File: src/rtl/cp0_unit.sv
// Coprocessor-0 for the pipelined MIPS core: SR, Cause, EPC and PRId, with
// exception and interrupt entry decided combinationally each cycle.
module cp0_unit #(
    parameter logic [31:0] PRID = 32'h0000_0007
) (
    input  logic        clk,
    input  logic        reset,
    input  logic        en,
    input  logic [4:0]  CP0Addr,
    input  logic [31:0] CP0In,
    output logic [31:0] CP0Out,
    input  logic [31:0] VPC,
    input  logic        BDIn,
    input  logic [4:0]  ExcCodeIn,
    input  logic [5:0]  HWInt,
    input  logic        EXLClr,
    output logic [31:0] EPCOut,
    output logic        Req
);

    localparam logic [4:0] ADDR_SR    = 5'd12;
    localparam logic [4:0] ADDR_CAUSE = 5'd13;
    localparam logic [4:0] ADDR_EPC   = 5'd14;
    localparam logic [4:0] ADDR_PRID  = 5'd15;

    logic [5:0]  im_q, im_d;
    logic        exl_q, exl_d;
    logic        ie_q, ie_d;
    logic        bd_q, bd_d;
    logic [5:0]  ip_q, ip_d;
    logic [4:0]  exccode_q, exccode_d;
    logic [31:2] epc_q, epc_d;

    logic        int_req;
    logic        exc_req;
    logic [31:0] victim_pc;
    logic [31:0] sr_val;
    logic [31:0] cause_val;
    logic [31:0] epc_val;

    assign int_req = (|(HWInt & im_q)) & ie_q & ~exl_q;
    assign exc_req = (ExcCodeIn != 5'd0) & ~exl_q;
    assign Req     = int_req | exc_req;

    // A delay-slot victim restarts at its branch so the branch is re-executed.
    assign victim_pc = BDIn ? (VPC - 32'd4) : VPC;

    assign sr_val    = {16'd0, im_q, 8'd0, exl_q, ie_q};
    assign cause_val = {bd_q, 15'd0, ip_q, 3'd0, exccode_q, 2'b00};
    assign epc_val   = {epc_q, 2'b00};
    assign EPCOut    = epc_val;

    always_comb begin
        CP0Out = 32'd0;
        case (CP0Addr)
            ADDR_SR:    CP0Out = sr_val;
            ADDR_CAUSE: CP0Out = cause_val;
            ADDR_EPC:   CP0Out = epc_val;
            ADDR_PRID:  CP0Out = PRID;
            default:    CP0Out = 32'd0;
        endcase
    end

    always_comb begin
        im_d      = im_q;
        exl_d     = exl_q;
        ie_d      = ie_q;
        bd_d      = bd_q;
        ip_d      = HWInt;
        exccode_d = exccode_q;
        epc_d     = epc_q;
        if (Req) begin
            // Entry wins over any mtc0 issued in the same cycle.
            exl_d     = 1'b1;
            bd_d      = BDIn;
            exccode_d = int_req ? 5'd0 : ExcCodeIn;
            epc_d     = victim_pc[31:2];
        end else begin
            if (en) begin
                case (CP0Addr)
                    ADDR_SR: begin
                        im_d  = CP0In[15:10];
                        exl_d = CP0In[1];
                        ie_d  = CP0In[0];
                    end
                    ADDR_EPC: epc_d = CP0In[31:2];
                    default:  ;
                endcase
            end
            // eret overrides only the EXL bit of a concurrent SR write.
            if (EXLClr) begin
                exl_d = 1'b0;
            end
        end
    end

    always_ff @(posedge clk) begin
        if (!reset) begin
            im_q      <= 6'd0;
            exl_q     <= 1'b0;
            ie_q      <= 1'b0;
            bd_q      <= 1'b0;
            ip_q      <= 6'd0;
            exccode_q <= 5'd0;
            epc_q     <= 30'd0;
        end else begin
            im_q      <= im_d;
            exl_q     <= exl_d;
            ie_q      <= ie_d;
            bd_q      <= bd_d;
            ip_q      <= ip_d;
            exccode_q <= exccode_d;
            epc_q     <= epc_d;
        end
    end

endmodule

File: config.mk
export PLATFORM = sky130hd
export DESIGN_NAME = cp0_unit
export DESIGN_NICKNAME = d
export VERILOG_FILES = /design/src/rtl/cp0_unit.sv
export SDC_FILE = /design/constraint.sdc
export NUM_CORES = 1
export LEC_CHECK = 0
export ABC_AREA = 1
export CORE_MARGIN = 3
export CORE_UTILIZATION = 30
export DETAILED_ROUTE_END_ITERATION = 10
export HOLD_SLACK_MARGIN = 0.06
export PLACE_DENSITY = 0.63
export RECOVER_POWER = 100
export SYNTH_ARGS = -nofsm -noshare
export SYNTH_HDL_FRONTEND = slang
export SYNTH_SLANG_ARGS = --single-unit
File: constraint.sdc
create_clock -name clk -period 1.43 [get_ports clk]
set_input_delay 0.286 -clock clk [delete_from_list [all_inputs] [get_ports clk]]
set_output_delay 0.286 -clock clk [all_outputs]
set_load 0.05 [all_outputs]
Yosys cells after proc, flatten, opt, wreduce, memory -nomap -nowiden

Cells that the tools add are included.

Add/subtract/negate cells: 1
Multipliers: 0
Div/mod/pow operators: 0
Order comparisons: 0
Equal/unequal tests: 4
Shift operators: 0
Mux-type cells: 10
Bitwise logic cells: 7
Reductions and logical operators: 9

Operator list:

| kind                                                                   | count |
|---|---|
| 32-bit case mux with 4 select lines                                    | 1 |
| 30-bit 2-to-1 mux                                                      | 3 |
| 32-bit 2-to-1 mux                                                      | 1 |
| 32-bit by 3-bit subtractor with 32-bit output (second input constant)  | 1 |
| 5-bit by 4-bit equality test with 1-bit output (second input constant) | 4 |
| 6-bit AND                                                              | 1 |
| 3-bit nonzero test                                                     | 2 |
| 6-bit OR reduction                                                     | 1 |
| 5-bit 2-to-1 mux                                                       | 1 |
| 5-bit nonzero test                                                     | 1 |
| 1-bit 2-to-1 mux                                                       | 4 |
| 2-bit AND reduction                                                    | 2 |
| 2-bit nonzero test                                                     | 2 |
| 1-bit AND                                                              | 3 |
| 3-bit AND reduction                                                    | 1 |
| 1-bit inverter                                                         | 2 |
| 1-bit OR                                                               | 1 |

Register bits after elaboration: 50
Latch bits: 0
Memory bits (writable): 0
Memory bits (read-only): 0
Memories: 0

Logic depth before layout (Yosys ltp)

Depth in word-level cells: 7
Mapped depth: 11
Gate-level depth less buffers: 11

Least setup slack after synthesis

Ideal clock, no wire load.

Path type: input to output
Start point: input port CP0Addr[3]
End point: output port CP0Out[31]
Data arrival time: 1.830 ns
Data required time: 1.144 ns
Setup slack: -0.686 ns
Stages on the path: 5
Path buffers: 1
Cells stage by stage: nand2_1 > nor2_4 > nand2_2 > buf_2 > o21ai_0

Word-level cells in the longest chain between the ends: 2
Elaborated cells on any way between the ends: 5

Ends and longest elaborated chain:

| item                                           | line | text |
|---|---|---|
| from (decl)                                    | 9    | `input logic [4:0] CP0Addr,` |
| 5-bit by 4-bit equality test with 1-bit output | 55   | `case (CP0Addr)` |
| 32-bit case mux with 4 select lines *          | 55   |  |
| to (decl)                                      | 11   | `output logic [31:0] CP0Out,` |

Every way passes the cells marked *; elsewhere a longest branch is shown, timed or not.

Worst setup path in the final report

Start point: register im_q[4]
End point: output port Req

Word-level cells in the longest chain between the ends: 5

Ends and longest elaborated chain:

| item                    | line | text |
|---|---|---|
| from (decl)             | 26   | `logic [5:0] im_q, im_d;` |
| from (signal assigned)  | 107  | `im_q <= im_d;` |
| 6-bit AND               | 41   | `assign int_req = (\|(HWInt & im_q)) & ie_q & ~exl_q;` |
| 6-bit OR reduction      | 41   |  |
| 1-bit AND (2 in series) | 41   |  |
| 1-bit OR                | 43   | `assign Req = int_req \| exc_req;` |
| to (decl)               | 18   | `output logic Req` |

Every way passes these cells.

==> metrics.md <==
| Metric | Value |
|---|---|
| Result of the run | complete, but fails checks |
| Failing checks | setup timing |
| Horizontal extent of the die | 113.9 µm |
| Clock tree buffer depth | 2 |
| Post-Synth XOR/XNOR Area | 4.011% |
| Most used cells in the layout excluding fill and tap cells | nand2_1 (135), buf_4 (81), buf_12 (72) |
| Clock Tree Root | clkbuf_16 |
| Most common cell after layout, fill and taps aside | nand2_1 |
| Placed standard-cell area | 6422 µm² |
| Simple-gate share of the synthesized area | 37.29% |
| Largest clock skew in the final design | 6.671 ps |
| Average cell area after synthesis | 6.033 µm² |
| FP Rows | 38 |
| Critical path startpoint category | flop |
| Largest stage delay on the critical path | 310 ps |
| Effective utilization at floorplan | 31.40% |
| Number of endpoints failing setup at the final stage | 74 |
| Setup repair after global routing missed its margin | yes |
| Number of CTS-inserted buffers | 5 |
| Full die area | 12980 µm² |
| Setup slack at placement | -707.6 ps |
| Worst flop-to-flop path endpoint | im_q[5] |
| Number of logic stages on the critical path including buffering | 8 |
| Die Span Y | 113.9 µm |
| Capture point of the critical path | Req |
| Worst R2R Path Depth | 12 |
| Global-route wire length before repair | 22.85 mm |
| Worst hold path type | input port to flop |
| Leak | 3.307 nW |
| Area added between synthesis and finish | 115.2% |
| I/O pin cnt | 150 |
| Via Count | 4731 |
| Total power per unit cell area | 656.7 nW/µm² |
| Fin Hold WS | 371.2 ps |
| CTS tree | yes |
| Number of global-route vias before repair | 4529 |
| Fin nets | 910 |
| Endpoints failing hold | 0 |
| Area of the mapped netlist | 3493 µm² |
| Remaining Overflow, GRT | 0 |
| Critical path buffers and inverters | 2 |
| Count of pins over their slew limit | 0 |
| Area of all placed cells without fillers | 7518 µm² |
| Pin count of the biggest net entering global routing | 31 |
| Clock slew seen by the registers of the worst setup and hold paths | 70 ps |
| Count of buffers from port buffering | 145 |
| Wire length reported by the detailed router | 15.87 mm |
| Critical Path Fanout Max | 4 |
| Routability Congestion | 0.8509 |
| Area share of fa/ha/maj cells after synthesis | 0.3582% |
| Worst setup path startpoint | im_q[4] |
| Overall Power | 4.938 mW |
| Share of cell area taken by muxes after synthesis | 0% |
| Actual slew at the worst max-slew pin | 515.4 ps |
| Post-route antenna net violation count | 0 |
| HPWL reported at the end of detailed placement | 10.97 mm |
| Least setup slack across all paths after layout | -257.0 ps |
| Chain of cells forming the critical path | nand2_1, nand2_2, nor2_2, nand2_2, nand3_4, nand2_8, buf_6, buf_12 |
| Fraction of final layout cells with drive strength greater than 1 | 41.70% |
| Max-cap check violation count | 0 |
| Worst vdd ir | 582.9 µV |
| Worst rel slew slack | 65.64% |
| Crit end category | output pin |
| First-pass iteration count of the detailed router | 6 |
| Sinks on the clock net | 50 |
| Crit path kind | flop to output pin |
| Worst skew pair latency | 290 ps |
| Post-detailed-route wirelength per cell | 16.43 µm |
| Number of hold buffers added after CTS | 0 |
| Required time of the worst setup path | 1140 ps |
| Number of antenna violations at the first check in global routing | 0 |
| H-tree levels | 2 |
| Minimum period implied by the final worst setup slack | 1687 ps |
| Total core area | 11130 µm² |
| RR Startpoint | im_q[4] |
| Kind of cell adding the most delay to the critical path | simple AND/OR/NAND/NOR gates |
| Number of synthesis warnings | 0 |
| Cells after synthesis | 579 |
| Arrival time reported for the critical path endpoint | 1400 ps |
| DRC Markers | 0 |
| Via density per instance | 4.898 |
| Tot GR Track Use | 22.20% |
| Post-synthesis compound-gate area fraction | 16.30% |
| Detailed Route Iter0 Violations | 244 |
| Cell repeated most along the worst path | nand2_2 |
| Post-synthesis sequential area ratio | 28.65% |
| Final Cycle Share | 118.0% |
| Register-to-register setup slack | -250 ps |
| Cell variety after synth | 39 |
| Slowest cell on crit path | dfxtp_1 |
| Synth Register Bits | 50 |
| F_max | 0.5928 GHz |
| Dominant combinational cell family by area after synthesis | simple AND/OR/NAND/NOR gates |
[routing by layer]
layer	track usage, %	part of all wire, %	vias to the layer above
met5	0	0	-
met2	40.71	52	205
met3	3.395	7.1	32
li1	-	-	2295
met1	27.44	39	2199
met4	4.592	2.4	0
[logic make-up (layout without fill, tap and decap cells)]
group           after synthesis  in the layout
simple gates                301            303
buf+inv                     107            350
compound gates              103            103
flops                        50             50
xor+xnor                     16             16
fa+ha+maj                     1              1
other cells                   1              3
[where the power goes]
| group | leakage, nW | internal [mW] | switching (mW) |
|---|---|---|---|
| registers | 0.418 | 1.50 | 0.109 |
| clock network | 0.0842 | 0.830 | 0.551 |
| logic | 2.81 | 0.919 | 1.03 |
| total | 3.31 | 3.25 | 1.69 |
[timing repair]
item / CTS / global route
gates resized for setup: 165 / 105
gates cloned: 3 / 6
pin swaps: 49 / 37
setup endpoints to repair: 77 / 76
setup buffers: 20 / 9
[Yosys cell counts]
| cell | number | share of area (%) |
|---|---|---|
| nor3_4 | 1 | 0.47 |
| a31oi_1 | 1 | 0.18 |
| and3_1 | 1 | 0.18 |
| o21ai_0 | 41 | 5.9 |
| nor3_1 | 2 | 0.29 |
| buf_2 | 5 | 0.72 |
| o21ai_1 | 13 | 1.9 |
| nand4_1 | 6 | 1.1 |
| dfxtp_1 | 50 | 29 |
| a22o_1 | 1 | 0.25 |
| buf_1 | 1 | 0.11 |
| o21ai_2 | 1 | 0.25 |
| nor3_2 | 1 | 0.29 |
| nand3_1 | 16 | 2.3 |
| nand2_1 | 160 | 17 |
| nand3_2 | 3 | 0.86 |
| nand4_2 | 1 | 0.36 |
| nor2_2 | 5 | 0.90 |
| o21bai_1 | 2 | 0.43 |
| nand2_2 | 3 | 0.54 |
| nor2_1 | 93 | 10 |
| buf_4 | 7 | 1.5 |
| a211oi_1 | 4 | 0.86 |
| inv_1 | 81 | 8.7 |
| buf_6 | 4 | 1.3 |
| o211ai_1 | 6 | 1.3 |
| or2_2 | 1 | 0.18 |
| conb_1 | 1 | 0.11 |
| nor2_8 | 1 | 0.57 |
| clkbuf_1 | 7 | 0.75 |
| nor2_4 | 5 | 1.6 |
| xor2_1 | 15 | 3.8 |
| nand2_4 | 1 | 0.32 |
| or2_0 | 1 | 0.18 |
| xnor2_1 | 1 | 0.25 |
| a21oi_1 | 32 | 4.6 |
| inv_2 | 2 | 0.21 |
| ha_1 | 1 | 0.36 |
| a211oi_2 | 2 | 0.72 |
[flip-flops by register name, summed over array words and instances (netlist names)]
name and cells:
epc_q 30, im_q 6, ip_q 6, exccode_q 5, bd_q 1, exl_q 1, ie_q 1
[metrics by stage]
| step | TNS [ps] | instances | util [%] |
|---|---|---|---|
| after floorplan | -4323 | 580 | - |
| after global placement | -45230 | 922 | 57.73 |
| after detailed placement | -45520 | 922 | 57.73 |
| after CTS | -6322 | 952 | 64.44 |
| after global routing | -11490 | 965 | 67.56 |
| final | -8286 | 966 | 67.58 |
[final cells by class]
class,instances,area [µm²]
repair buffers,256,3144
clock inverters,3,43.79
diodes,1,2.502
multi-input cells,425,2641
flip-flops and latches,50,1011
fillers,873,3607
well taps,140,175.2
inverters,83,334.1
clock buffers,5,125.1
repair inverters,3,41.29
[worst min-delay path, cell delays in order]
cell and delay (ps):
dlygate4sd2_1 230, nand2_1 70, inv_1 50
[how the worst min path moves through the flow]
stage                 startpoint           end  depth (start not counted)
floorplan               HWInt[0]       ip_q[0]                          2
global placement    exccode_q[3]  exccode_q[3]                          2
detailed placement  exccode_q[3]  exccode_q[3]                          2
CTS                     HWInt[5]       ip_q[5]                          3
global route            HWInt[2]       ip_q[2]                          3
finish                  HWInt[4]       ip_q[4]                          3
Power figures use the tool's default switching activity.
==> RTL change 1 (config.mk and constraints unchanged) <==
Register the input `BDIn` before use, with the module's reset. The logic sees it one clock later. The other inputs are not delayed to match.
--- a/src/rtl/cp0_unit.sv
+++ b/src/rtl/cp0_unit.sv
@@ -23,6 +23,16 @@
     localparam logic [4:0] ADDR_EPC   = 5'd14;
     localparam logic [4:0] ADDR_PRID  = 5'd15;
 
+    logic BDIn_q;
+
+    always_ff @(posedge clk) begin
+        if (!reset) begin
+            BDIn_q <= '0;
+        end else begin
+            BDIn_q <= BDIn;
+        end
+    end
+
     logic [5:0]  im_q, im_d;
     logic        exl_q, exl_d;
     logic        ie_q, ie_d;
@@ -43,7 +53,7 @@
     assign Req     = int_req | exc_req;
 
     // A delay-slot victim restarts at its branch so the branch is re-executed.
-    assign victim_pc = BDIn ? (VPC - 32'd4) : VPC;
+    assign victim_pc = BDIn_q ? (VPC - 32'd4) : VPC;
 
     assign sr_val    = {16'd0, im_q, 8'd0, exl_q, ie_q};
     assign cause_val = {bd_q, 15'd0, ip_q, 3'd0, exccode_q, 2'b00};
@@ -72,7 +82,7 @@
         if (Req) begin
             // Entry wins over any mtc0 issued in the same cycle.
             exl_d     = 1'b1;
-            bd_d      = BDIn;
+            bd_d      = BDIn_q;
             exccode_d = int_req ? 5'd0 : ExcCodeIn;
             epc_d     = victim_pc[31:2];
         end else begin
Behaviour: not the same (Yosys sat finds a counterexample within 4 cycles, from zero or initial values and one cycle with reset low).
==> RTL change 1 against the original RTL <==
- the flow still finishes with violations (setup timing)
- utilization down 1.6 points
- synthesized area is 2.2% higher
- power rose by 1.4%
- setup slack improved by 0.046 ns
- sequential cell count grew 1
- hold slack lost 0.040 ns
- die area rose by 2.1%
- wire length shrank 3.2%
- design area grew 1.0%
- largest power group unchanged
- final cell count down 0.62%
- register-to-register slack better by 0.05 ns
- synthesized cell count shrank 1.2%
- highest routed layer unchanged
==> RTL change 1: results (changes against the original RTL) <==
* Status: finished, violations left (unchanged)
* Failing checks: setup timing (unchanged)
* Synth top cells by count: nand2_1, nor2_1, inv_1, dfxtp_1, o21ai_0 (unchanged)
* Clk pwr share at 27.1% (was 28.0%)
* Grt met2 use at 38.5% (was 40.7%)
* Fin Setup TNS at -6.17 ns (was -8.29 ns)
* Post-CTS setup repair buffer count at 15 (was 20)
* Total Routing Usage GR at 21.8% (was 22.2%)
* Post-route worst setup slack at -0.211 ns (was -0.257 ns)
* Slew @ Worst Pin at 0.533 ns (was 0.515 ns)
* Max VDD drop at 0.598 mV (was 0.583 mV)
* DR vias at 4673 (was 4731)
* Met2 routed WL at 8150 um (was 8190 um)
* Largest net degree at the start of global routing at 23 (was 31)
* First-pass GRT wire length at 23200 um (was 22800 um)
* Lkg Pwr at 0.00329 uW (was 0.00331 uW)
* Post-CTS resize count at 171 (was 165)
* Skew final at 0.00769 ns (was 0.00667 ns)
* M1 GR Usage at 28.3% (was 27.4%)
* NumNets Final at 903 (was 910)
* Dpl hpwl at 11300 um (was 11000 um)
* Final setup fails at 70 (was 74)
* P per Cell Area at 659 nW/um^2 (was 657 nW/um^2)
* Unique cell type count in the Yosys netlist at 40 (was 39)
* Critical Path Fanout Max at 3 (was 4)
* DR WL met3 at 828 um (was 1130 um)
* Met3 Use GR at 2.42% (was 3.40%)
* Diode count at 0 (was 1)
* DRT iter0 DRCs at 308 (was 244)
* CP arrival at 1.35 ns (was 1.40 ns)
* Vias in the first global route at 4623 (was 4529)
* Worst Hold Class: input port to register (unchanged)
* Wl on met1 at 6130 um (was 6170 um)
* Layout cells sized above 1 at 42.5% (was 41.7%)
* Port-buffer cells at 145 (unchanged)
[RTL change 1: changes by cell type in the layout (fill, tap and decap cells not counted), sizes merged, moves of 5 or more]
cell          unedited run  this run
o21ai                   55        47
dlygate4sd2             22        27
clkbuf                  15        10
nand2                  166       155
nand3                   19        28
dlymetal6s2s             5         0
[RTL change 1: cell type report]
cell class | count | area [um^2]
Sequential cell | 51 | 1030
Multi-Input combinational cell | 417 | 2740
Inverter | 82 | 327
Fill cell | 939 | 3920
Tap cell | 143 | 179
Timing Repair Buffer | 260 | 3160
Clock inverter | 2 | 37.5
Clock buffer | 5 | 125
[RTL change 1: path summary, 6_finish.rpt]
path | start | to | slack (ns) | cells after the start
worst min-delay path | HWInt[0] | ip_q[0] | 0.33 | 3
worst max register to register | im_q[3] | im_q[4] | -0.20 | 12
worst min register to register | exccode_q[3] | exccode_q[3] | 0.47 | 2
worst max-delay path | ExcCodeIn[4] | Req | -0.21 | 5
[RTL change 1: metrics by stage]
step                      hold WS [ns]  setup WS [ns]  cells
after CTS                        0.332         -0.199    951
after global routing             0.357         -0.314    960
after detailed placement         0.462         -0.697    925
after floorplan                  0.379         -0.449    573
final                            0.331         -0.211    960
after global placement           0.451         -0.683    925
[RTL change 1: cell families (layout without fill, tap and decap cells)]
logic type | count (synthesis) | count (layout) | synth area share [%]
AO/OA/AOI/OAI | 95 | 95 | 16.2
buffers and inverters | 107 | 349 | 13.8
XOR/XNOR | 17 | 17 | 4.17
adder cells (fa/ha/maj) | 1 | 1 | 0.350
AND/OR/NAND/NOR | 300 | 302 | 36.9
other | 1 | 2 | 0.105
flip-flops | 51 | 51 | 28.6
[RTL change 1: worst max-delay path, stage by stage]
cell,delay [ns]
clkdlybuf4s50_1,0.48
o21ai_4,0.23
nand2_8,0.09
buf_6,0.13
buf_12,0.14
==> RTL change 2 (config.mk and constraints unchanged) <==
Without the edit above. `PRID`: 32'h0000_0007 -> 32'h00000005.
--- a/src/rtl/cp0_unit.sv
+++ b/src/rtl/cp0_unit.sv
@@ -1,7 +1,7 @@
 // Coprocessor-0 for the pipelined MIPS core: SR, Cause, EPC and PRId, with
 // exception and interrupt entry decided combinationally each cycle.
 module cp0_unit #(
-    parameter logic [31:0] PRID = 32'h0000_0007
+    parameter logic [31:0] PRID = 32'h00000005
 ) (
     input  logic        clk,
     input  logic        reset,
Formal check against the unedited RTL: not equivalent (Yosys sat finds a counterexample within 4 cycles, from zero or initial values and one cycle with reset low).
==> RTL change 2 against the original RTL <==
- the flow still finishes with violations (setup timing)
- design area shrank 3.8%
- die area increased by 0.95%
- non-clock buffer count rose by 19
- first-iteration DRC count grew 0.41%
- sequential cell count unchanged
- count of clock-buffer cells in the layout did not move
- setup slack better by 0.050 ns
- wire length down 1.6%
- synthesized area increased by 1.0%
- power shrank 8.5%
- sequential power shrank 2%
==> RTL change 2: results (changes against the original RTL) <==
* Status: finished, violations left (unchanged)
* Failing checks: setup timing (unchanged)
* Post-route worst setup slack at -0.207 ns (was -0.257 ns)
* NonClk Buf Share at 41.0% (was 41.8%)
* First-pass GRT wire length at 23100 um (was 22800 um)
* DP Cell Count at 927 (was 922)
* Met2 routed WL at 7920 um (was 8190 um)
* Post-Layout Cell Count at 975 (was 966)
* DR WL/cell at 16.0 um (was 16.4 um)
* Met3 Use GR at 4.70% (was 3.40%)
* Dpl hpwl at 11300 um (was 11000 um)
* DRT iter0 DRCs at 245 (was 244)
* M1 GR Usage at 27.0% (was 27.4%)
* Setup slack, reg-to-reg at -0.20 ns (was -0.25 ns)
* Synth top cells by count: nand2_1, nor2_1, inv_1, dfxtp_1, o21ai_0 (unchanged)
* Non-clock inverter count at 75 (was 86)
* Placed Area at 6500 um^2 (was 6420 um^2)
* Non-Clock Buffer Count at 275 (was 256)
* Htree depth at 2 (unchanged)
* 1st-pass router iterations at 5 (was 6)
* Post-CTS resize count at 159 (was 165)
* DIE AREA at 13100 um^2 (was 13000 um^2)
* Post-synthesis sequential area ratio at 28.4% (was 28.7%)
* Reg2Reg Depth at 11 (was 12)
* RePlAce Congestion at 0.869 (was 0.851)
* Worst hold slack at 0.356 ns (was 0.371 ns)
* Grt met2 use at 40.6% (was 40.7%)
* Final setup fails at 69 (was 74)
* Layout cells sized above 1 at 42.9% (was 41.7%)
* Dpl ws at -0.692 ns (was -0.708 ns)
* Via-to-Cell Ratio at 4.79 (was 4.90)
* Syn-to-layout area delta at 105% (was 115%)
* WHS Endpoint: ip_q[5] (was ip_q[4])
* Post-CTS setup repair buffer count at 26 (was 20)
* Multi-In Gates at 428 (was 425)
* Fin Setup TNS at -6.39 ns (was -8.29 ns)
* Unique cell type count in the Yosys netlist at 40 (was 39)
* Total Routing Usage GR at 22.2% (about the same)
* DR WL met3 at 1110 um (was 1130 um)
* Crit path largest cell delay at 0.33 ns (was 0.31 ns)
* Fraction of area in registers at 14.0% (was 13.4%)
* Vias in the first global route at 4734 (was 4529)
* Clk cell area share at 1.92% (was 2.25%)
* Lkg Pwr at 0.00336 uW (was 0.00331 uW)
* Skew final at 0.00717 ns (was 0.00667 ns)
* NumNets Final at 921 (was 910)
* Fillcell total at 925 (was 873)
* Hold wc startpoint: HWInt[5] (was HWInt[4])
## RTL change 2: tightest hold or removal path, cell delays in order
cell and delay (ns):
dlygate4sd2_1 0.23, nand2_1 0.06, inv_1 0.04
## RTL change 2: cell families after synthesis
group | share of synthesized area (%)
adders and majority gates | 0.355
other | 0.106
buffers and inverters | 13.2
and+or+nand+nor | 38.4
xor gates and xnor gates | 3.48
AOI/OAI and AO/OA | 16.1
DFF | 28.4
## RTL change 2: worst max path at each step
stage               startpoint    endpoint  slack [ns]
detailed placement  CP0Addr[3]    epc_q[5]       -0.69
finish                 im_q[4]         Req       -0.21
floorplan           CP0Addr[3]  CP0Out[13]       -0.40
global placement    CP0Addr[3]  CP0Out[17]       -0.67
CTS                    im_q[4]         Req       -0.22
global route           im_q[4]         Req       -0.24
## RTL change 2: power by group
| part | switching [uW] | internal, uW | leakage, uW |
|---|---|---|---|
| Clock | 557 | 644 | 0.0000701 |
| Combinational | 1010 | 736 | 0.00287 |
| Sequential | 75.7 | 1500 | 0.000418 |
